<file path="config.mk">
export PLATFORM = sky130hd
export DESIGN_NAME = shblk_collect
export DESIGN_NICKNAME = d
export VERILOG_FILES = /design/src/rtl/shblk_collect_pkg.sv /design/src/rtl/shblk_collect.sv
export SDC_FILE = /design/constraint.sdc
export NUM_CORES = 1
export LEC_CHECK = 0
export ABC_CLOCK_PERIOD_IN_PS = 1900
export BUFFER_PORTS_ARGS = -buffer_cell sky130_fd_sc_hd__buf_2
export CORE_AREA = 2 2 51 53
export DETAILED_ROUTE_END_ITERATION = 8
export DIE_AREA = 0 0 53 55
export PLACE_DENSITY = 0.76
export SLEW_MARGIN = 20
export SYNTH_ARGS = -nofsm -noshare
export SYNTH_HDL_FRONTEND = slang
export SYNTH_SLANG_ARGS = --single-unit
</file>
<file path="constraint.sdc">
create_clock -name clk -period 1.9 [get_ports clk]
set_clock_uncertainty 0.15 [all_clocks]
set_input_delay 0.095 -clock clk [delete_from_list [all_inputs] [get_ports clk]]
set_output_delay 0.095 -clock clk [all_outputs]
set_load 0.01 [all_outputs]
</file>
<file path="src/rtl/shblk_collect_pkg.sv">
// -----------------------------------------------------------------------------
// shblk_collect_pkg
// Shared masking-width constants and helpers for the share collection stage.
//   SHBLK_D_DEFAULT     : default number of shares per sharing
//   SHBLK_WIDTH_DEFAULT : default bits per share
//   idx_width(n)        : bits needed to count 0..n-1, never less than 1
// -----------------------------------------------------------------------------
package shblk_collect_pkg;

    localparam int SHBLK_D_DEFAULT     = 2;
    localparam int SHBLK_WIDTH_DEFAULT = 8;

    // A single-share configuration still needs a 1-bit counter so the
    // share index signal has a legal, non-zero width.
    function automatic int idx_width(input int n);
        return (n > 1) ? $clog2(n) : 1;
    endfunction

endpackage

</file>
<file path="src/rtl/shblk_collect.sv">
// -----------------------------------------------------------------------------
// shblk_collect
// Collects d shares, one per input beat, into a block-based sharing and
// presents the complete sharing downstream. An assembly buffer holds shares
// 0..d-2 while the output register holds the previous frame, so a new frame
// can be gathered while the old one waits; one frame per d cycles sustained.
//
// Ports:
//   clk          : clock, rising edge
//   rst          : asynchronous active-high reset
//   i_in_share   : one share, index implied by arrival order
//   i_in_valid   : input beat valid
//   i_in_last    : source marks this beat as share d-1
//   o_in_ready   : stage accepts a beat this cycle
//   o_shblk      : assembled sharing, share j at [width*j +: width]
//   o_out_valid  : o_shblk holds a complete frame
//   i_out_ready  : downstream accepts the frame
//   o_err        : sticky framing-error flag
// -----------------------------------------------------------------------------
module shblk_collect
    import shblk_collect_pkg::*;
#(
    parameter int d     = SHBLK_D_DEFAULT,
    parameter int width = SHBLK_WIDTH_DEFAULT
) (
    input  logic                 clk,
    input  logic                 rst,
    input  logic [width-1:0]     i_in_share,
    input  logic                 i_in_valid,
    input  logic                 i_in_last,
    output logic                 o_in_ready,
    output logic [d*width-1:0]   o_shblk,
    output logic                 o_out_valid,
    input  logic                 i_out_ready,
    output logic                 o_err
);

    localparam int             IW       = idx_width(d);
    localparam logic [IW-1:0]  IDX_LAST = IW'(d - 1);

    logic [IW-1:0]       r_idx;
    logic [d*width-1:0]  r_shblk;
    logic                r_out_valid;
    logic                r_err;

    logic                w_last_pos;
    logic                w_in_xfer;
    logic                w_err_beat;
    logic                w_good_beat;
    logic                w_load;
    logic                w_drain;
    logic [d*width-1:0]  w_frame;

    assign w_last_pos  = (r_idx == IDX_LAST);
    // The final beat may only land in the output register when it is empty
    // or being drained in this same cycle.
    assign o_in_ready  = !w_last_pos || !r_out_valid || i_out_ready;
    assign w_in_xfer   = i_in_valid && o_in_ready;
    assign w_err_beat  = w_in_xfer && (i_in_last != w_last_pos);
    assign w_good_beat = w_in_xfer && !w_err_beat;
    assign w_load      = w_good_beat && w_last_pos;
    assign w_drain     = r_out_valid && i_out_ready;

    // Share counter: wraps after the final share or after a framing error.
    always_ff @(posedge clk or posedge rst) begin
        if (rst) begin
            r_idx <= '0;
        end else if (w_in_xfer) begin
            if (w_err_beat || w_last_pos) begin
                r_idx <= '0;
            end else begin
                r_idx <= r_idx + IW'(1);
            end
        end
    end

    // Assembly buffer for shares 0..d-2; absent when d == 1.
    generate
        if (d > 1) begin : g_asm
            logic [(d-1)*width-1:0] r_asm;
            for (genvar gi = 0; gi < d - 1; gi++) begin : g_slot
                always_ff @(posedge clk or posedge rst) begin
                    if (rst) begin
                        r_asm[gi*width +: width] <= '0;
                    end else if (w_good_beat && (r_idx == IW'(gi))) begin
                        r_asm[gi*width +: width] <= i_in_share;
                    end
                end
            end
            assign w_frame = {i_in_share, r_asm};
        end else begin : g_no_asm
            assign w_frame = i_in_share;
        end
    endgenerate

    // Output register: a simultaneous drain and load keeps valid high and
    // presents the new frame.
    always_ff @(posedge clk or posedge rst) begin
        if (rst) begin
            r_shblk     <= '0;
            r_out_valid <= 1'b0;
        end else begin
            if (w_load) begin
                r_shblk <= w_frame;
            end
            if (w_load) begin
                r_out_valid <= 1'b1;
            end else if (w_drain) begin
                r_out_valid <= 1'b0;
            end
        end
    end

    always_ff @(posedge clk or posedge rst) begin
        if (rst) begin
            r_err <= 1'b0;
        end else if (w_err_beat) begin
            r_err <= 1'b1;
        end
    end

    assign o_shblk     = r_shblk;
    assign o_out_valid = r_out_valid;
    assign o_err       = r_err;

endmodule

</file>
### Word level (Yosys, flattened, before mapping)

Cells that the tools add are included.

| storage, ports and cells | value |
|---|---|
| register bits after elaboration | 27 |
| input port bits | 13 |
| output and inout bits | 19 |
| bits in latches | 0 |
| memory bits (read-only) | 0 |
| memories kept | 0 |
| word-level logic and storage cells | 24 |
| memory bits (writable) | 0 |

| cells by class | value |
|---|---|
| eq/ne operators | 1 |
| $lt $le $gt $ge | 0 |
| add/subtract/negate cells | 1 |
| bitwise logic cells | 1 |
| $mul | 0 |
| reductions and logical operators | 13 |
| div/mod/pow operators | 0 |
| shifts and indexed selects | 0 |
| multiplexer cells | 3 |

Operators by type and width:

| kind | count |
|---|---|
| $logic_and 1x1->1 | 6 |
| $logic_not 1->1 | 3 |
| $logic_or 1x1->1 | 3 |
| $mux 1 | 3 |
| $reduce_bool 2->1 | 1 |
| $add 1x1->1 const B | 1 |
| $ne 1x1->1 | 1 |
| $not 1->1 | 1 |

### Logic depth before layout (Yosys ltp)

| depth | value |
|---|---|
| depth in word-level cells | 9 |
| gate-level depth with buffers | 5 |
| gate-level depth less buffers | 3 |

### Least setup slack after synthesis

OpenSTA, ideal clock, no wires.

| timing path | value |
|---|---|
| path type | reg-to-reg |
| from | reg r_idx |
| to | reg r_shblk[0], in the netlist o_shblk[0] |
| data required time | 1625 ps |
| setup slack | 404 ps |
| clock period less this slack | 1496 ps |
| library setup time | 125 ps |
| stages on the path, launching flop included | 6 |
| path buffers | 2 |
| arrival | 1221 ps |
| cells stage by stage | dfrtp_1 -> nand3_2 -> nor2b_1 -> buf_4 -> buf_12 -> mux2_4 |

| on the way | value |
|---|---|
| cells in the longest elaborated chain, start to end | 8 |
| elaborated cells between the ends (all ways) | 9 |
| classes of those cells | eq/ne: 1; reduce/logical: 8 |

Ends and longest elaborated chain:

| element | line | RTL |
|---|---|---|
| from (decl) | shblk_collect.sv:41 | `logic [IW-1:0] r_idx;` |
| from (signal assigned) | shblk_collect.sv:72 | `r_idx <= r_idx + IW'(1);` |
| $logic_not 1->1 | shblk_collect.sv:57 | `assign o_in_ready = !w_last_pos \|\| !r_out_valid \|\| i_out_ready;` |
| $logic_or 1x1->1 (2 in a row) | shblk_collect.sv:57 |  |
| $logic_and 1x1->1 | shblk_collect.sv:58 | `assign w_in_xfer = i_in_valid && o_in_ready;` |
| $logic_and 1x1->1 | shblk_collect.sv:59 | `assign w_err_beat = w_in_xfer && (i_in_last != w_last_pos);` |
| $logic_not 1->1 | shblk_collect.sv:60 | `assign w_good_beat = w_in_xfer && !w_err_beat;` |
| $logic_and 1x1->1 | shblk_collect.sv:60 |  |
| $logic_and 1x1->1 * | shblk_collect.sv:61 | `assign w_load = w_good_beat && w_last_pos;` |
| to (signal assigned) | shblk_collect.sv:104 | `r_shblk <= w_frame;` |
| to (decl) | shblk_collect.sv:42 | `logic [d*width-1:0] r_shblk;` |

Mark *: on every way between the ends. The rest lies on a longest branch, timed or not.
A chain may end at the register's enable or synchronous reset.

### Worst setup path in the final report

| timing path | value |
|---|---|
| from | reg r_idx |
| to | reg r_shblk[4], in the netlist o_shblk[4] |

The elaborated chain is that of the path after synthesis.

==> results by group <==
Run status
  – Status: complete, no violations

Route
  – Via count: 681
  – ANT nets after route: 0
  – 1st-iter DRT viols: 1
  – Residual DRC count: 0
  – DR WL/cell: about 14 um
  – Detailed Routing Iterations Pass 1: 3
  – Vias per cell: approximately 4.7
  – Total routed wirelength: 1.957 mm

Synthesis
  – Ys flop type: dfrtp_1
  – Number of synthesized flops with an enable pin: 0
  – Commonest cells in the netlist: dfrtp_1 (27), mux2_2 (14), mux2_4 (10), nand2_1 (2)
  – Top cell type's share of synthesized area: 61.71%
  – Cell taking the most area after synthesis: dfrtp_1
  – Async SR Flop Fraction: between 90% and 100%
  – Syn_nets: 77
  – Synth top area cells: dfrtp_1 (62%), mux2_2 (14%), mux2_4 (14%)
  – Syn Std Cell Area: between 1000 and 1500 sq um
  – Seq cells post-synth: 27
  – Yosys cell types: 15
  – Avg Cell Area, Syn: between 15 and 20 sq um
  – Cells after Synth: 64
  – Register area share after synthesis: 61.71%
  – Warnings, synthesis: 0
  – Top-count cell post-synth: dfrtp_1

Timing
  – Setup Total Neg Slack: 0 ps
  – Final number of max-transition violations: 0
  – Minimum clock period: 1616 ps
  – Max Freq: about 620 MHz
  – Post-route clock period utilization: 85.06%
  – Final Hold Vio Count: 0
  – Worst slew pin tran: around 380 ps
  – Worst rel slew slack: about three quarters
  – RSZ-0062 raised after global routing: false
  – Setup violations, final: 0
  – WHS: ~120 ps

Layout
  – Final instance area: 1449 sq um
  – Layout Nets: 128
  – Fin util: about three fifths
  – ANT cells: 0
  – # fillers: 188
  – Fin cells: 144
  – Area Growth Syn to Fin: 32.34%
  – Share of cells above drive strength 1: roughly 57%

Clock tree
  – CTS Buf Count: 3
  – Clock-pin slew on the worst setup and hold paths: about 140 ps
  – H-tree Lvls: 1
  – Root Driver: clkbuf_4
  – TritonCTS clock tree: yes
  – TritonCTS Sinks: 27
  – Worst-Skew Late Latency: 320 ps
  – Clock Tree Buf Depth: 2
  – Post-CTS resize count: 0
  – Total setup buffers inserted after CTS: 0

Place
  – Routability Congestion: a little under 0.7
  – Dpl hpwl: 1.379 mm
  – Cell Area, Placed: 1292 sq um
  – Placed Cells: roughly 130
  – IO Port Bufs: 31

Die
  – Die Width: 53 um
  – DIE AREA: 2915 sq um
  – Row count: 18
  – Core area: about 2400 sq um
  – Number of I/O pins: 32
  – Initial Utilization: a little under half
  – Die Ht: ~55 um

Worst setup path
  – R2R depth: 4
  – Crit Path Category: reg2reg
  – End of the critical path: o_shblk[4]
  – Crit. Startpoint: r_idx
  – Critical Path Source Type: register
  – CP max FO: 12
  – Critical Path AT: 1690 ps
  – WP data required: about 2000 ps
  – Worst Setup End Kind: register
  – R2r endpoint: o_shblk[4]
  – Critical R2R Launch: r_idx
  – R2r setup slk: between 200 and 300 ps

Power and ir drop
  – Peak supply drop: ~0.00088 V
  – Power per cell area: 1115 nW/um^2
  – Leakage: around 0.7 nW

GRT
  – Initial antenna violation count: 0
  – GRT Total Usage: ~17%
  – First-pass GRT wire length: 3.381 mm
  – Largest net degree at the start of global routing: 19
  – GRT overflow: 0
  – Vias in the first global route: about 740

Flow run
  – MaxCap Viol Count: 0

Hold path
  – HP Class: in2async
## report_power, final
part           internal [W]  switching [W]
sequential         0.000754      0.0000980
clock             0.0000821       0.000160
combinational      0.000315       0.000206
total               0.00115       0.000464
## worst min-delay path by stage
stage	depth (start not counted)	slack (ps)	endpoint
CTS	3	120	o_err
global placement	2	-70	o_err
global route	3	140	o_err
finish	3	120	o_err
detailed placement	2	-60	o_err
floorplan	1	-2	g_asm.r_asm[0]
## layout by cell type (no fill, tap or decap)
cell type,n
dfrtp_1,27
inv_1,1
nand3b_1,1
nand2_1,2
clkbuf_1,1
nand2b_1,1
clkbuf_4,3
buf_2,31
mux2_4,10
mux2_2,14
o21bai_1,1
nor3b_4,1
nor2b_2,1
buf_4,4
dlygate4sd3_1,13
nand3_2,1
xnor2_1,1
a21o_1,1
## worst max-delay path, cell delays in order, from the launching register on
cell	delay, ps
dfrtp_1	500
nand3_2	110
nor2b_2	140
buf_4	240
mux2_2	370
## routing by layer
layer  up-vias  track usage, %  part of all wire, %
met4         0           7.692                  2.4
met3         6           4.032                  5.4
met5         -               0                    0
li1        324               -                    -
met2        25           28.33                   49
met1       326           20.10                   43
## flip-flops by register name, summed over array words and instances (netlist names)
name and count:
g_asm.r_asm 8, o_err 1, o_out_valid 1, o_shblk 16, r_idx 1
## cell families (layout without fill, tap and decap cells)
| group | Yosys count | after routing | synth area share [%] |
|---|---|---|---|
| simple gates | 7 | 7 | 5.144 |
| flops | 27 | 27 | 61.71 |
| xor+xnor | 1 | 1 | 0.8001 |
| compound gates | 2 | 2 | 1.372 |
| mux | 24 | 24 | 28.11 |
| buf+inv | 3 | 53 | 2.857 |
## per-stage QoR
stage / setup slack (ps) / total power, W
2_1_floorplan: 403.9 / 0.001164
3_3_place_gp: 354.9 / 0.001350
5_1_grt: 194.7 / 0.001719
6_report: 283.9 / 0.001615
4_1_cts: 274.5 / 0.001638
3_5_place_dp: 291.1 / 0.001373
## area by class of cell
| type | count | area [sq um] | share of cell area [%] |
|---|---|---|---|
| well taps | 30 | 37.54 | 2.591 |
| flip-flops and latches | 27 | 675.6 | 46.63 |
| multi-input cells | 34 | 390.4 | 26.94 |
| repair buffers | 48 | 315.3 | 21.76 |
| inverters | 1 | 3.754 | 0.2591 |
| clock buffers | 4 | 26.28 | 1.813 |
## what timing repair did
item / in CTS / in global routing
hold buffers: 13 / 0
hold endpoints to repair: 46 / 0
setup endpoints to repair: 0 / 0
(Power assumes the default switching activity.)
